<file path="src/rtl/operand_seq_pkg.sv">
// Shared types and helpers for the operand sequence generator.
//
// Contents:
//   state_e     - sequencer states: IDLE, CORNER, RANDOM, DONE
//   mode_e      - latched sequence mode: M_CORNER, M_RANDOM, M_BOTH
//   NUM_CORNER  - number of vectors in the fixed corner-case walk
//   corner_vec  - returns {a, b} for corner index idx, each zero-extended to 64 bits
package operand_seq_pkg;

  typedef enum logic [1:0] {IDLE, CORNER, RANDOM, DONE} state_e;

  typedef enum logic [1:0] {M_CORNER = 2'd0, M_RANDOM = 2'd1, M_BOTH = 2'd2} mode_e;

  localparam int NUM_CORNER = 4;

  // The corner walk is 0/0, max/1, max/max, msb/msb.
  // a occupies bits [127:64] and b occupies bits [63:0].
  // The caller truncates each half to its operand width.
  // This helper supports widths from 1 to 64.
  function automatic logic [127:0] corner_vec(input logic [1:0] idx, input int unsigned width);
    logic [63:0] max_v;
    logic [63:0] msb_v;
    max_v = {64{1'b1}} >> (64 - width);
    msb_v = 64'd1 << (width - 1);
    case (idx)
      2'd0:    corner_vec = {64'd0, 64'd0};
      2'd1:    corner_vec = {max_v, 64'd1};
      2'd2:    corner_vec = {max_v, max_v};
      default: corner_vec = {msb_v, msb_v};
    endcase
  endfunction

endpackage

</file>
<file path="src/rtl/galois_lfsr.sv">
// Galois LFSR shifting right, with feedback mask TAPS applied when the bit shifted out is 1.
//
// Ports:
//   clk, rst_n  - clock and asynchronous active-low reset (reset value is SEED)
//   load        - reload SEED; takes priority over step
//   step        - advance one position
//   state       - current register contents
//   next_state  - value the register takes after one step
//                 (this lets the consumer register the upcoming vector in the same cycle)
module galois_lfsr #(
  parameter int           N    = 16,
  parameter logic [N-1:0] SEED = 16'hACE1,
  parameter logic [N-1:0] TAPS = 16'hB400
) (
  input  logic         clk,
  input  logic         rst_n,
  input  logic         load,
  input  logic         step,
  output logic [N-1:0] state,
  output logic [N-1:0] next_state
);

  logic [N-1:0] state_q;
  logic [N-1:0] state_d;

  always_comb begin
    next_state = {1'b0, state_q[N-1:1]} ^ (state_q[0] ? TAPS : '0);
    state_d    = state_q;
    if (load) begin
      state_d = SEED;
    end else if (step) begin
      state_d = next_state;
    end
  end

  always_ff @(posedge clk or negedge rst_n) begin
    if (!rst_n) begin
      state_q <= SEED;
    end else begin
      state_q <= state_d;
    end
  end

  assign state = state_q;

endmodule

</file>
<file path="src/rtl/operand_seq_gen.sv">
// Operand sequence generator.
// It emits (a, b, exp_y = a+b mod 2^WIDTH) over a valid/ready stream.
// The sequence is a fixed corner walk, LFSR pseudo-random vectors, or corners followed by random vectors.
//
// Ports:
//   clk, rst_n        - clock and asynchronous active-low reset
//   start             - begin a sequence; honoured only in IDLE
//   mode              - 0 corner, 1 random, 2 corner then random, 3 same as 0
//   count             - number of random vectors; latched when start is accepted
//   o_valid / o_ready - output handshake
//   a, b, exp_y       - operands and expected truncated sum, registered together
//   exp_c             - carry out of a+b; present only when SEQ_CARRY_EN is defined
//   busy              - high from accepted start until DONE is left
//   done              - one-cycle completion pulse
//   issued            - accepted transfers since the last start; saturates
//
// Build option: define SEQ_CARRY_EN to add the exp_c output.
module operand_seq_gen
  import operand_seq_pkg::*;
#(
  parameter int                   WIDTH = 8,
  parameter int                   CNT_W = 16,
  parameter logic [2*WIDTH-1:0]   SEED  = 16'hACE1,
  parameter logic [2*WIDTH-1:0]   TAPS  = 16'hB400
) (
  input  logic             clk,
  input  logic             rst_n,
  input  logic             start,
  input  logic [1:0]       mode,
  input  logic [CNT_W-1:0] count,
  output logic             o_valid,
  input  logic             o_ready,
  output logic [WIDTH-1:0] a,
  output logic [WIDTH-1:0] b,
  output logic [WIDTH-1:0] exp_y,
`ifdef SEQ_CARRY_EN
  output logic             exp_c,
`endif
  output logic             busy,
  output logic             done,
  output logic [CNT_W-1:0] issued
);

  state_e             state_q, state_d;
  mode_e              mode_q, mode_d;
  logic [CNT_W-1:0]   rem_q, rem_d;
  logic [1:0]         idx_q, idx_d;
  logic               valid_q, valid_d;
  logic [WIDTH-1:0]   a_q, a_d;
  logic [WIDTH-1:0]   b_q, b_d;
  logic [WIDTH-1:0]   y_q, y_d;
  logic               busy_q, busy_d;
  logic               done_q, done_d;
  logic [CNT_W-1:0]   issued_q, issued_d;
`ifdef SEQ_CARRY_EN
  logic               c_q, c_d;
`endif

  logic               lfsr_load;
  logic               lfsr_step;
  logic [2*WIDTH-1:0] lfsr_state;
  logic [2*WIDTH-1:0] lfsr_next;
  logic               accept;

  galois_lfsr #(
    .N    (2 * WIDTH),
    .SEED (SEED),
    .TAPS (TAPS)
  ) u_lfsr (
    .clk        (clk),
    .rst_n      (rst_n),
    .load       (lfsr_load),
    .step       (lfsr_step),
    .state      (lfsr_state),
    .next_state (lfsr_next)
  );

  assign accept = valid_q & o_ready;

  // The LFSR always holds the vector on display during RANDOM.
  // On an accept, the output registers take next_state while the LFSR steps, so vectors follow with no bubble.
  always_comb begin
    state_d   = state_q;
    mode_d    = mode_q;
    rem_d     = rem_q;
    idx_d     = idx_q;
    valid_d   = valid_q;
    a_d       = a_q;
    b_d       = b_q;
    busy_d    = busy_q;
    done_d    = 1'b0;
    issued_d  = issued_q;
    lfsr_load = 1'b0;
    lfsr_step = 1'b0;

    if (accept && (issued_q != '1)) begin
      issued_d = issued_q + 1'b1;
    end

    case (state_q)
      IDLE: begin
        if (start) begin
          rem_d     = count;
          issued_d  = '0;
          lfsr_load = 1'b1;
          busy_d    = 1'b1;
          case (mode)
            2'd1:    mode_d = M_RANDOM;
            2'd2:    mode_d = M_BOTH;
            default: mode_d = M_CORNER;
          endcase
          if (mode == 2'd1) begin
            state_d = RANDOM;
            valid_d = (count != '0);
            a_d     = SEED[2*WIDTH-1:WIDTH];
            b_d     = SEED[WIDTH-1:0];
          end else begin
            state_d = CORNER;
            idx_d   = 2'd0;
            valid_d = 1'b1;
            a_d     = WIDTH'(corner_vec(2'd0, WIDTH) >> 64);
            b_d     = WIDTH'(corner_vec(2'd0, WIDTH));
          end
        end
      end

      CORNER: begin
        if (accept) begin
          if (idx_q == 2'(NUM_CORNER - 1)) begin
            if (mode_q == M_BOTH) begin
              state_d = RANDOM;
              valid_d = (rem_q != '0);
              a_d     = lfsr_state[2*WIDTH-1:WIDTH];
              b_d     = lfsr_state[WIDTH-1:0];
            end else begin
              state_d = DONE;
              valid_d = 1'b0;
              done_d  = 1'b1;
            end
          end else begin
            idx_d = idx_q + 2'd1;
            a_d   = WIDTH'(corner_vec(idx_q + 2'd1, WIDTH) >> 64);
            b_d   = WIDTH'(corner_vec(idx_q + 2'd1, WIDTH));
          end
        end
      end

      RANDOM: begin
        // If valid is low here, count was zero, so there is nothing to issue.
        if (!valid_q) begin
          state_d = DONE;
          done_d  = 1'b1;
        end else if (accept) begin
          rem_d     = rem_q - 1'b1;
          lfsr_step = 1'b1;
          if (rem_q == CNT_W'(1)) begin
            state_d = DONE;
            valid_d = 1'b0;
            done_d  = 1'b1;
          end else begin
            a_d = lfsr_next[2*WIDTH-1:WIDTH];
            b_d = lfsr_next[WIDTH-1:0];
          end
        end
      end

      default: begin
        state_d = IDLE;
        busy_d  = 1'b0;
      end
    endcase

`ifdef SEQ_CARRY_EN
    {c_d, y_d} = {1'b0, a_d} + {1'b0, b_d};
`else
    y_d = a_d + b_d;
`endif
  end

  always_ff @(posedge clk or negedge rst_n) begin
    if (!rst_n) begin
      state_q  <= IDLE;
      mode_q   <= M_CORNER;
      rem_q    <= '0;
      idx_q    <= '0;
      valid_q  <= 1'b0;
      a_q      <= '0;
      b_q      <= '0;
      y_q      <= '0;
      busy_q   <= 1'b0;
      done_q   <= 1'b0;
      issued_q <= '0;
`ifdef SEQ_CARRY_EN
      c_q      <= 1'b0;
`endif
    end else begin
      state_q  <= state_d;
      mode_q   <= mode_d;
      rem_q    <= rem_d;
      idx_q    <= idx_d;
      valid_q  <= valid_d;
      a_q      <= a_d;
      b_q      <= b_d;
      y_q      <= y_d;
      busy_q   <= busy_d;
      done_q   <= done_d;
      issued_q <= issued_d;
`ifdef SEQ_CARRY_EN
      c_q      <= c_d;
`endif
    end
  end

  assign o_valid = valid_q;
  assign a       = a_q;
  assign b       = b_q;
  assign exp_y   = y_q;
  assign busy    = busy_q;
  assign done    = done_q;
  assign issued  = issued_q;
`ifdef SEQ_CARRY_EN
  assign exp_c   = c_q;
`endif

endmodule

</file>
<file path="config.mk">
export PLATFORM = sky130hd
export DESIGN_NAME = operand_seq_gen
export DESIGN_NICKNAME = d
export VERILOG_FILES = /design/src/rtl/operand_seq_pkg.sv /design/src/rtl/galois_lfsr.sv /design/src/rtl/operand_seq_gen.sv
export SDC_FILE = /design/constraint.sdc
export NUM_CORES = 1
export LEC_CHECK = 0
export BUFFER_PORTS_ARGS = -buffer_cell sky130_fd_sc_hd__buf_2
export CAP_MARGIN = 25
export CORE_AREA = 2 2 97 118
export DETAILED_ROUTE_END_ITERATION = 10
export DIE_AREA = 0 0 99 120
export MAX_ROUTING_LAYER = met4
export PLACE_DENSITY = 0.62
export SYNTH_ARGS = -nofsm -noshare
export SYNTH_HDL_FRONTEND = slang
export SYNTH_SLANG_ARGS = --single-unit
</file>
<file path="constraint.sdc">
create_clock -name clk -period 5.2 [get_ports clk]
set_clock_uncertainty 0.05 [all_clocks]
set_input_delay 0.26 -clock clk [delete_from_list [all_inputs] [get_ports clk]]
set_output_delay 0.26 -clock clk [all_outputs]
set_load 0.1 [all_outputs]
</file>
Yosys cells after proc, flatten, opt, wreduce, memory -nomap -nowiden
Index checks and enable logic that the tools add are counted.

storage, ports and cells
  register bits = 81

cells by class
  reductions and logical operators = 16
  bitwise logic cells = 3
  add/sub/neg operators = 4
  mux-type cells = 67
  eq/ne operators = 19

operators by type and width
  kind                                                                    number
  72-bit one-hot mux with 3 select lines                                  1
  16-bit two-way mux                                                      9
  8-bit two-way mux                                                       16
  8-bit one-hot mux with 3 select lines                                   2
  16-bit one-hot mux with 2 select lines                                  1
  16-bit nonzero test                                                     2
  2-bit two-way mux                                                       11
  1-bit two-way mux                                                       21
  16-bit by 1-bit adder with 16-bit output, second input constant         1
  16-bit by 1-bit equality test with 1-bit output, second input constant  1
  16-bit inequality test, second input constant                           1
  16-bit by 1-bit subtractor with 16-bit output, second input constant    1
  15-bit by 16-bit XOR with 16-bit output                                 1
  2-bit inequality test, second input constant                            7
  2-bit equality test, second input constant                              5
  5-bit AND reduction                                                     2
  8-bit adder                                                             1
  2-bit one-hot mux with 2 select lines                                   2
  4-bit AND reduction                                                     2
  2-bit by 1-bit equality test with 1-bit output, second input constant   3
  3-bit inequality test, second input constant                            2
  2-bit one-hot mux with 3 select lines                                   1
  2-bit nonzero test                                                      3
  2-bit zero test                                                         2
  other kinds (9)                                                         11

Logic depth before layout (Yosys ltp)
Gate-level depths: netlist of run 1.

  depth in word-level cells = 7
  mapped depth = 17
  depth with buffers taken out = 17

Modules after synthesis
A second synthesis of run 1 with hierarchy kept.

unflattened totals
  cell total of the unflattened synthesis = 533
  area total of the unflattened synthesis = 4888.4 um2

by module, submodules not included
  module           area each (um2)  cells an instance  times used
  operand_seq_gen  4052.6           461                1
  galois_lfsr      835.8            72                 1

Worst setup path before layout of run 1
No wires, ideal clock.

  kind = register -> register
  from = register valid_q, in the netlist o_valid
  to = register y_q[7], in the netlist exp_y[7]
  cell stages (with the launch flop) = 13
  required time = 5.019 ns
  arrival = 3.534 ns
  path buffers = 0
  setup slack = 1.485 ns
  period minus slack after synthesis = 3.715 ns
  path through = dfrtp_1 -> nand2_1 -> a21oi_1 -> mux2_2 -> a21oi_1 -> o21ai_0 -> ha_1 -> a21o_1 -> a21oi_1 -> o21bai_1 -> a21oi_1 -> o21ai_0 -> xor2_1

on the way
  longest elaborated chain between the ends = 5
  elaborated cells on any way between the ends = 10
  those cells by class = 1 x add/sub; 8 x mux; 1 x bitwise

RTL lines
  element                                  line                    text
  from (decl)                              operand_seq_gen.sv:48   logic valid_q, valid_d;
  from (signal assigned)                   operand_seq_gen.sv:201  valid_q <= valid_d;
  1-bit AND                                operand_seq_gen.sv:78   assign accept = valid_q & o_ready;
  8-bit two-way mux                        operand_seq_gen.sv:153  end else if (accept) begin
  8-bit two-way mux                        operand_seq_gen.sv:150  if (!valid_q) begin
  8-bit one-hot mux with 3 select lines *  operand_seq_gen.sv:100  case (state_q)
  via b_d[1]                               operand_seq_gen.sv:50   logic [WIDTH-1:0] b_q, b_d;
  8-bit adder *                            operand_seq_gen.sv:176  y_d = a_d + b_d;
  via y_d[7]                               operand_seq_gen.sv:51   logic [WIDTH-1:0] y_q, y_d;
  to (signal assigned)                     operand_seq_gen.sv:204  y_q <= y_d;
  to (decl)                                operand_seq_gen.sv:51

Mark *: on every way through the listed nets, which the timed path passes. The rest lies on a longest branch.
A chain may end at the register's enable or synchronous reset.

Worst setup path after layout of run 1
  from = register idx_q[0]
  to = register y_q[6], in the netlist exp_y[6]

on the way
  longest elaborated chain between the ends = 7
  elaborated cells on any way between the ends = 13
  those cells by class = 2 x add/sub; 3 x eq/ne; 7 x mux; 1 x reduce/logical

RTL lines
  element                                      line                    text
  from (decl)                                  operand_seq_gen.sv:47   logic [1:0] idx_q, idx_d;
  from (signal assigned)                       operand_seq_gen.sv:200  idx_q <= idx_d;
  2-bit by 1-bit adder with 2-bit output       operand_seq_gen.sv:142  a_d = WIDTH'(corner_vec(idx_q + 2'd1, WIDTH) >> 64);
  2-bit equality test (tied with other cells)  operand_seq_pkg.sv:25   case (idx)
  72-bit one-hot mux with 3 select lines       operand_seq_pkg.sv:25
  8-bit two-way mux *                          operand_seq_gen.sv:129  if (idx_q == 2'(NUM_CORNER - 1)) begin
  8-bit two-way mux *                          operand_seq_gen.sv:128  if (accept) begin
  8-bit one-hot mux with 3 select lines *      operand_seq_gen.sv:100
  via a_d[0]                                   operand_seq_gen.sv:49   logic [WIDTH-1:0] a_q, a_d;
  8-bit adder *                                operand_seq_gen.sv:176
  via y_d[6]                                   operand_seq_gen.sv:51

Marked as above.

==> reports/qor.yml, run 1 <==
logic_synthesis:
  yosys-top-cells-count: "76 x nand2_1, 73 x dfrtp_1, 63 x a21oi_1"
  yosysMostFrequentCell: "nand2_1"
  ys_seq_elements: 81
  syn_area_per_cell_um2: 8.81
  syn-instance-count: 537
  synth-async-reset-ratio_pct: 100
  synth_area_um2: 4730
  ys.flop_type: "dfrtp_1"
  synth_edf_count: 0
  synth_warnings: 0
  ys_seq_area_share_pct: 43.1
  synth_nets: 578
  synth_area_leaders: "dfrtp_1 39%, a21oi_1 6.7%, nand2_1 6.0%, ha_1 4.8%, dfstp_2 4.4%"
  yosysTopAreaCellShare_pct: 38.6
  ys_types: 61
  synth_top_cell_by_area: "dfrtp_1"
placement:
  io_buffers: 64
  routabilityCongestion: 0.890
  dp.cells: 709
  hpwl_um: 8890
timing:
  hold_viol: 0
  worst_pin_slew_ns: 1.07
  drv_slew: 0
  max_freq_mhz: 261
  min_period_over_period_pct: 73.7
  setup_violations: 0
  rsz0062_at_grt: "false"
  fin_tns_setup_ns: 0
  fin_crit_ns: 3.83
  whs_ns: 0.129
  slew-limit-headroom_pct: 28.5
global_routing:
  antenna_found_initial: 0
  grt.total_usage_pct: 22.5
  overflow: 0
  grt_pass1_wl_um: 20800
  grt_pass1_vias: 4133
  grt_max_degree: 82
min_path:
  hold_class: "in2reg"
floorplanning:
  start_util_pct: 43.9
  io_pins: 65
  die_width_um: 99
  core_um2: 10800
  dieArea_um2: 11900
  die_h_um: 120
  fp-row-count: 42
detailed_routing:
  drt_wl_total_um: 12700
  vias: 4239
  ant_nets: 0
  dr.pass1.iters: 5
  wl_per_cell_um: 17.5
  drcViolationCount: 0
  via_per_inst: 5.82
  first_iter_violations: 253
cts:
  clkLatencyLatePin_ns: 0.34
  cts_buffers: 9
  post_cts_buffers: 0
  tritoncts: "yes"
  clock_tree.buffer_depth: 2
  cts_root_buf: "clkbuf_16"
  clkTransAtPathRegs_ns: 0.07
  hold_buffers: 0
  cts_num_sinks: 81
  ctsResizeCount: 0
  h-tree-depth: 3
critical_path:
  arrival_ns: 4.01
  critPathCaptureType: "flop"
  cp.required_ns: 5.38
  start_kind: "flop"
  path_class: "reg2reg"
  cp_max_fo: 24
status:
  status: "completed"
power:
  irDropWorstVdd_v: 0.000528
  p_int_uw: 1910
  comb_power_share_pct: 56.1
  switchingPower_uw: 2170
  power_density_nw_per_um2: 741
  pwr-share-seq_pct: 27.5
  power.leakage_uw: 0.00255
  clockPowerShare_pct: 16.4
  swShare_pct: 53.2
  p_total_uw: 4080
finish:
  stdcell_count: 728
  nNetsFinal: 632
  diodes: 0
  layout-drive-gt1-share_pct: 17.4
  area_delta_synth_final_pct: 16.4
run:
  maxCapViolCount: 0
==> worst max-delay path, cell delays in order (launching register included) <==
cell,delay [ns]
dfrtp_1,0.45
ha_1,0.73
o211ai_1,0.20
buf_4,0.21
o21ai_0,0.33
a21oi_1,0.13
nand2_1,0.16
o2bb2ai_1,0.17
ha_1,0.21
inv_1,0.06
fa_1,0.39
inv_1,0.07
a21o_1,0.10
a21oi_1,0.10
o21bai_1,0.15
a21oi_1,0.09
xnor2_1,0.12
==> through the flow <==
step	utilization, %	setup slack (ns)	area, um2
after floorplan	-	1.48	4730
after global placement	47.7	1.56	5140
after detailed placement	47.7	1.43	5140
after CTS	50.6	1.39	5450
after global routing	51.1	1.04	5500
final	51.1	1.37	5500
==> cells by family (layout without fill, tap and decap cells) <==
kind of cell	Yosys count	after routing	synth area share, %
xor gates and xnor gates	26	26	4.81
AOI/OAI and AO/OA	159	159	20.8
adders and majority gates	19	19	5.19
buffers and inverters	51	110	4.29
DFF	81	81	43.1
muxes	12	12	2.62
and+or+nand+nor	189	189	19.2
==> power groups by stage <==
stage	sequential [uW]	clock, uW	combinational [uW]
2_1_floorplan	1750	0	1140
3_3_place_gp	1120	0	2240
3_5_place_dp	1120	0	2270
4_1_cts	1120	676	2280
5_1_grt	1150	702	2500
6_report	1120	669	2290
==> metal layers <==
layer / vias to the layer above / track usage, % / part of all wire [%]
li1: 2018 / - / -
met1: 2046 / 29.6 / 44
met2: 150 / 35.5 / 48
met3: 25 / 3.55 / 5.0
met4: 0 / 8.05 / 2.2
met5: - / - / 0
==> state kept, by name, summed over array words and instances, names as in the netlist <==
| register | flops |
|---|---|
| exp_y | 8 |
| done | 1 |
| a | 8 |
| u_lfsr.state | 16 |
| issued | 16 |
| busy | 1 |
| b | 8 |
| rem_q | 16 |
| idx_q | 2 |
| mode_q | 2 |
| o_valid | 1 |
| state_q | 2 |
==> placed cells by master (no fill, tap or decap), drive strengths merged, types with 6 or more instances in the layout <==
cell type	count
a21oi	64
a31oi	6
and3	6
buf	72
clkbuf	9
dfrtp	73
dfstp	8
ha	18
inv	23
mux2i	9
nand2	76
nand2b	7
nand3	19
nand4	7
nor2	37
nor3	9
nor4	9
o21ai	38
xnor2	9
xor2	17
==> cell type report <==
| cell class | count | area [um2] |
|---|---|---|
| Multi-Input combinational cell | 405 | 2490 |
| Inverter | 21 | 78.8 |
| Clock buffer | 9 | 225 |
| Clock inverter | 7 | 87.6 |
| Fill cell | 1010 | 5270 |
| Timing Repair Buffer | 73 | 420 |
| Sequential cell | 81 | 2040 |
| Tap cell | 132 | 165 |
==> path summary, 6_finish.rpt <==
path                                   from                to  slack, ns  cells after the start
max in group asynchronous             rst_n   u_lfsr.state[0]       4.20                      3
setup reg to reg                   idx_q[0]          exp_y[6]       1.37                     16
setup / recovery                   idx_q[0]          exp_y[6]       1.37                     16
hold / removal                      mode[1]         mode_q[1]       0.13                      3
hold reg to reg            u_lfsr.state[13]  u_lfsr.state[13]       0.46                      2
min in group asynchronous             rst_n         rem_q[11]       0.26                      2
No activity file was read; power rests on OpenSTA's default activity.
==> inputs of run 2 (changes only) <==
==> constraint.sdc (replaced) <==
create_clock -name clk -period 3.95 [get_ports clk]
set_clock_uncertainty 0.05 [all_clocks]
set_input_delay 0.1975 -clock clk [delete_from_list [all_inputs] [get_ports clk]]
set_output_delay 0.1975 -clock clk [all_outputs]
set_load 0.1 [all_outputs]
==> reports/qor.yml, run 2 (synthesis gave the netlist of run 1 again) <==
status:
  status: "completed"
detailed_routing:
  via_per_inst: 5.79
  dr.pass1.iters: 5
  first_iter_violations: 294
  drcViolationCount: 0
  drt_wl_total_um: 12800
  ant_nets: 0
  vias: 4253
  wl_per_cell_um: 17.4
floorplanning:
  fp-row-count: 42
  dieArea_um2: 11900
  core_um2: 10800
  start_util_pct: 43.9
  die_width_um: 99
  io_pins: 65
  die_h_um: 120
finish:
  final_cell_mix: "76 x nand2_1, 73 x dfrtp_1, 63 x a21oi_1, 63 x buf_2, 37 x nor2_1"
  layout_commonest_cell: "nand2_1"
  fin_area_um2: 5560
  area_delta_synth_final_pct: 17.6
  diodes: 0
  post-route-util_pct: 51.6
  layout-drive-gt1-share_pct: 18.3
  nNetsFinal: 638
  fillers: 1013
  seq_area_um2: 2040
  multi_input_area_um2: 2490
timing:
  min_period_over_period_pct: 93.0
  slew-limit-headroom_pct: 31.5
  rsz0062_at_grt: "false"
  hold_viol: 0
  fin_tns_setup_ns: 0
  max_freq_mhz: 272
  drv_slew: 0
  fin_crit_ns: 3.67
  setup_violations: 0
  worst_pin_slew_ns: 1.03
global_routing:
  grtUsageMet1_pct: 29.4
  grt_pass1_vias: 4233
  overflow: 0
  grt_max_degree: 82
  antenna_found_initial: 0
  grt_util_met2_pct: 36.3
  grt_pass1_wl_um: 21400
  met3_usage_pct: 3.20
  grt.total_usage_pct: 23.2
  top_usage_layer: "met2"
min_path:
  hold_class: "in2reg"
  hp-start: "mode[1]"
placement:
  routabilityCongestion: 0.987
  hpwl_um: 9130
  post_dp_cell_area_um2: 5180
  io_buffers: 64
critical_path:
  crit_path_start: "idx_q[0]"
  critPathCaptureType: "flop"
  timing.critical_path.mode_cell: "o21ai_0"
  cp.required_ns: 4.12
  slowest_delay_ns: 0.56
  arrival_ns: 3.84
  start_kind: "flop"
  path_class: "reg2reg"
  cp_slowest_cell: "o211ai_1"
  cp_max_fo: 10
  timing.rr.start: "idx_q[0]"
  worstPathCellList: "ha_1, o211ai_1, o21ai_0, o21ai_0, o21ai_0, ha_1, a21o_1, a21oi_1, o21bai_1, a21oi_1, o21ai_0, xor2_1"
cts:
  clkLatencyLatePin_ns: 0.35
  h-tree-depth: 3
  cts_num_sinks: 81
  tritoncts: "yes"
  post_cts_buffers: 0
  cts_buffers: 9
  clkTransAtPathRegs_ns: 0.06
  clock_tree.buffer_depth: 2
  cts_root_buf: "clkbuf_16"
power:
  irDropWorstVdd_v: 0.000739
  power_density_nw_per_um2: 977
  power.leakage_uw: 0.00259
run:
  maxCapViolCount: 0
-- run 2: cell types whose count changed in the layout (fill, tap and decap cells not counted), sizes merged --
cell	change
bufinv	+1
inv	-2
clkinv	+1
clkbuf	+1
buf	+6
clkinvlp	-1
-- run 2: layout make-up --
| cell class | instances | area share [%] |
|---|---|---|
| tap | 132 | 2.97 |
| timing repair buffer | 79 | 8.59 |
| sequential | 81 | 36.6 |
| clock buffer | 10 | 4.12 |
| clock inverter | 6 | 1.48 |
| multi-input combinational | 405 | 44.8 |
| inverter | 21 | 1.42 |
-- run 2: worst max-delay path: cells and delay by family (launching register included) --
kind | cells | cell delay, ns
adder cells (fa/ha/maj) | 2 | 0.66
AO/OA/AOI/OAI | 9 | 2.23
flip-flops | 1 | 0.45
XOR/XNOR | 1 | 0.16
-- run 2: report_power, final --
| group | internal, uW | switching, uW |
|---|---|---|
| logic | 870 | 2190 |
| clock network | 550 | 340 |
| registers | 1170 | 306 |
| total | 2590 | 2840 |
-- run 2: path summary, 6_finish.rpt --
kind                       cells after the start  slack (ns)               to
max                                           12        0.28         exp_y[7]
min                                            3        0.08        mode_q[1]
max reg2reg                                   12        0.28         exp_y[7]
min reg2reg                                    2        0.46  u_lfsr.state[5]
max in group asynchronous                      3        2.92  u_lfsr.state[6]
min in group asynchronous                      2        0.27        rem_q[12]
-- run 2: timing repair --
item,in CTS,in global routing
setup endpoints to repair,0,1
resized for setup,0,1
hold buffers,0,1
endpoints found under the hold margin,0,25
-- run 2: metrics by stage --
step / hold slack [ns] / cells / worst slack [ns] / power, uW
final: 0.0802 / 734 / 0.276 / 5430
after CTS: 0.0306 / 730 / 0.283 / 5420
after global placement: 0.398 / 714 / 0.444 / 4470
after floorplan: -0.148 / 537 / 0.235 / 3810
after global routing: 0.103 / 734 / 0.00224 / 5790
after detailed placement: 0.405 / 714 / 0.321 / 4500
-- run 2: layer usage --
metal / wire length, um / share of wire, %
met5: 0 / 0
met2: 6140 / 48
met4: 487 / 3.8
met1: 5670 / 44
met3: 514 / 4.0
==> inputs of run 3 (changes only) <==
--- a/config.mk
+++ b/config.mk
@@ -12,6 +12,7 @@
 export DIE_AREA = 0 0 99 120
 export MAX_ROUTING_LAYER = met4
 export PLACE_DENSITY = 0.62
+export RECOVER_POWER = 100
 export SYNTH_ARGS = -nofsm -noshare
 export SYNTH_HDL_FRONTEND = slang
 export SYNTH_SLANG_ARGS = --single-unit
==> reports/qor.yml, run 3 (synthesis gave the netlist of run 1 again) <==
status:
  status: "complete, but fails checks"
  failed_checks: "capacitance limit, slew limit"
timing:
  fin_crit_ns: 3.64
  drv_slew: 31
  max_freq_mhz: 274
  slew-limit-headroom_pct: -10.2
  setup_violations: 0
  fin_tns_setup_ns: 0
  min_period_over_period_pct: 92.2
  rsz0062_at_grt: "false"
  hold_viol: 0
  worst_pin_slew_ns: 1.65
cts:
  h-tree-depth: 3
  cts_num_sinks: 81
  clock_tree.buffer_depth: 2
  clkLatencyLatePin_ns: 0.35
  cts_buffers: 9
  cts_root_buf: "clkbuf_16"
  tritoncts: "yes"
  clkTransAtPathRegs_ns: 0.06
floorplanning:
  dieArea_um2: 11900
  die_h_um: 120
  core_um2: 10800
  fp-row-count: 42
  io_pins: 65
  start_util_pct: 43.9
  die_width_um: 99
placement:
  post_dp_cell_area_um2: 5180
  routabilityCongestion: 0.987
  dp.cells: 714
  io_buffers: 64
  hpwl_um: 9130
critical_path:
  start_kind: "flop"
  arrival_ns: 3.82
  cp.required_ns: 4.12
  cp_max_fo: 10
  rrSetupSlack_ns: 0.31
  critPathCaptureType: "flop"
  path_class: "reg2reg"
power:
  power_density_nw_per_um2: 986
  power.leakage_uw: 0.00240
  irDropWorstVdd_v: 0.000727
finish:
  stdcell_count: 734
  nNetsFinal: 638
  fillers: 1043
  layout-drive-gt1-share_pct: 10.1
  final_cell_mix: "76 x nand2_1, 73 x dfrtp_1, 63 x a21oi_1, 49 x clkbuf_1, 37 x nor2_1"
  layout_commonest_cell: "nand2_1"
  diodes: 0
  area_delta_synth_final_pct: 15.4
  fin_area_um2: 5460
global_routing:
  overflow: 0
  antenna_found_initial: 0
  grt_pass1_vias: 4233
  grt.total_usage_pct: 23.2
  grt_max_degree: 82
  grt_pass1_wl_um: 21400
run:
  maxCapViolCount: 1
detailed_routing:
  via_per_inst: 5.76
  first_iter_violations: 309
  drcViolationCount: 0
  ant_nets: 0
  dr.pass1.iters: 5
  drt_wl_total_um: 12800
  vias: 4228
  wl_per_cell_um: 17.5
min_path:
  hold_class: "in2reg"
[run 3: routing by layer]
metal | track usage (%) | up-vias | share of wire (%) | routed length, um
met2 | 36.3 | 114 | 48 | 6190
met1 | 29.4 | 2041 | 44 | 5680
li1 | - | 2038 | - | -
met5 | - | - | 0 | 0
met4 | 12.2 | 0 | 3.6 | 456
met3 | 3.20 | 35 | 3.9 | 502
[run 3: final timing paths]
kind | from | end | depth (start not counted)
min in group asynchronous | rst_n | rem_q[12] | 2
min reg2reg | u_lfsr.state[6] | u_lfsr.state[5] | 2
max in group asynchronous | rst_n | b[1] | 3
max reg2reg | idx_q[0] | exp_y[7] | 12
max | idx_q[0] | exp_y[7] | 12
min | mode[1] | mode_q[1] | 3
[run 3: repair_timing]
item,CTS,global route
gates resized for setup,0,1
setup endpoints to repair,0,1
endpoints found under the hold margin,0,25
hold buffers,0,1
buffers inserted,0,0
[run 3: layout make-up]
type | count | area, um2 | share of cell area, %
clock inverter | 6 | 82.6 | 1.51
multi-input combinational | 405 | 2480 | 45.5
inverter | 21 | 78.8 | 1.44
timing repair buffer | 79 | 383 | 7.01
sequential | 81 | 2040 | 37.3
clock buffer | 10 | 229 | 4.19
tap | 132 | 165 | 3.03
[run 3: power by group]
part | internal [uW] | total, uW | switching, uW
Clock | 550 | 890 | 340
Sequential | 1170 | 1480 | 311
Combinational | 821 | 3010 | 2190
[run 3: worst max-delay path, cell delays in order, from the launching register on]
cell and delay, ns:
dfrtp_1 0.45, ha_1 0.36, o211ai_1 0.55, o21ai_0 0.26, o21ai_0 0.30, o21ai_0 0.18, ha_1 0.30, a21o_1 0.18
a21oi_1 0.21, o21bai_1 0.11, a21oi_1 0.24, o21ai_0 0.16, xor2_1 0.16
[run 3: through the flow]
step / setup slack, ns / hold WS (ns) / total power [uW] / util [%]
2_1_floorplan: 0.235 / -0.148 / 3810 / -
6_report: 0.307 / 0.0775 / 5380 / 50.7
4_1_cts: 0.283 / 0.0306 / 5420 / 50.9
3_3_place_gp: 0.444 / 0.398 / 4470 / 48.0
5_1_grt: 0.00224 / 0.103 / 5740 / 50.7
3_5_place_dp: 0.321 / 0.405 / 4500 / 48.0
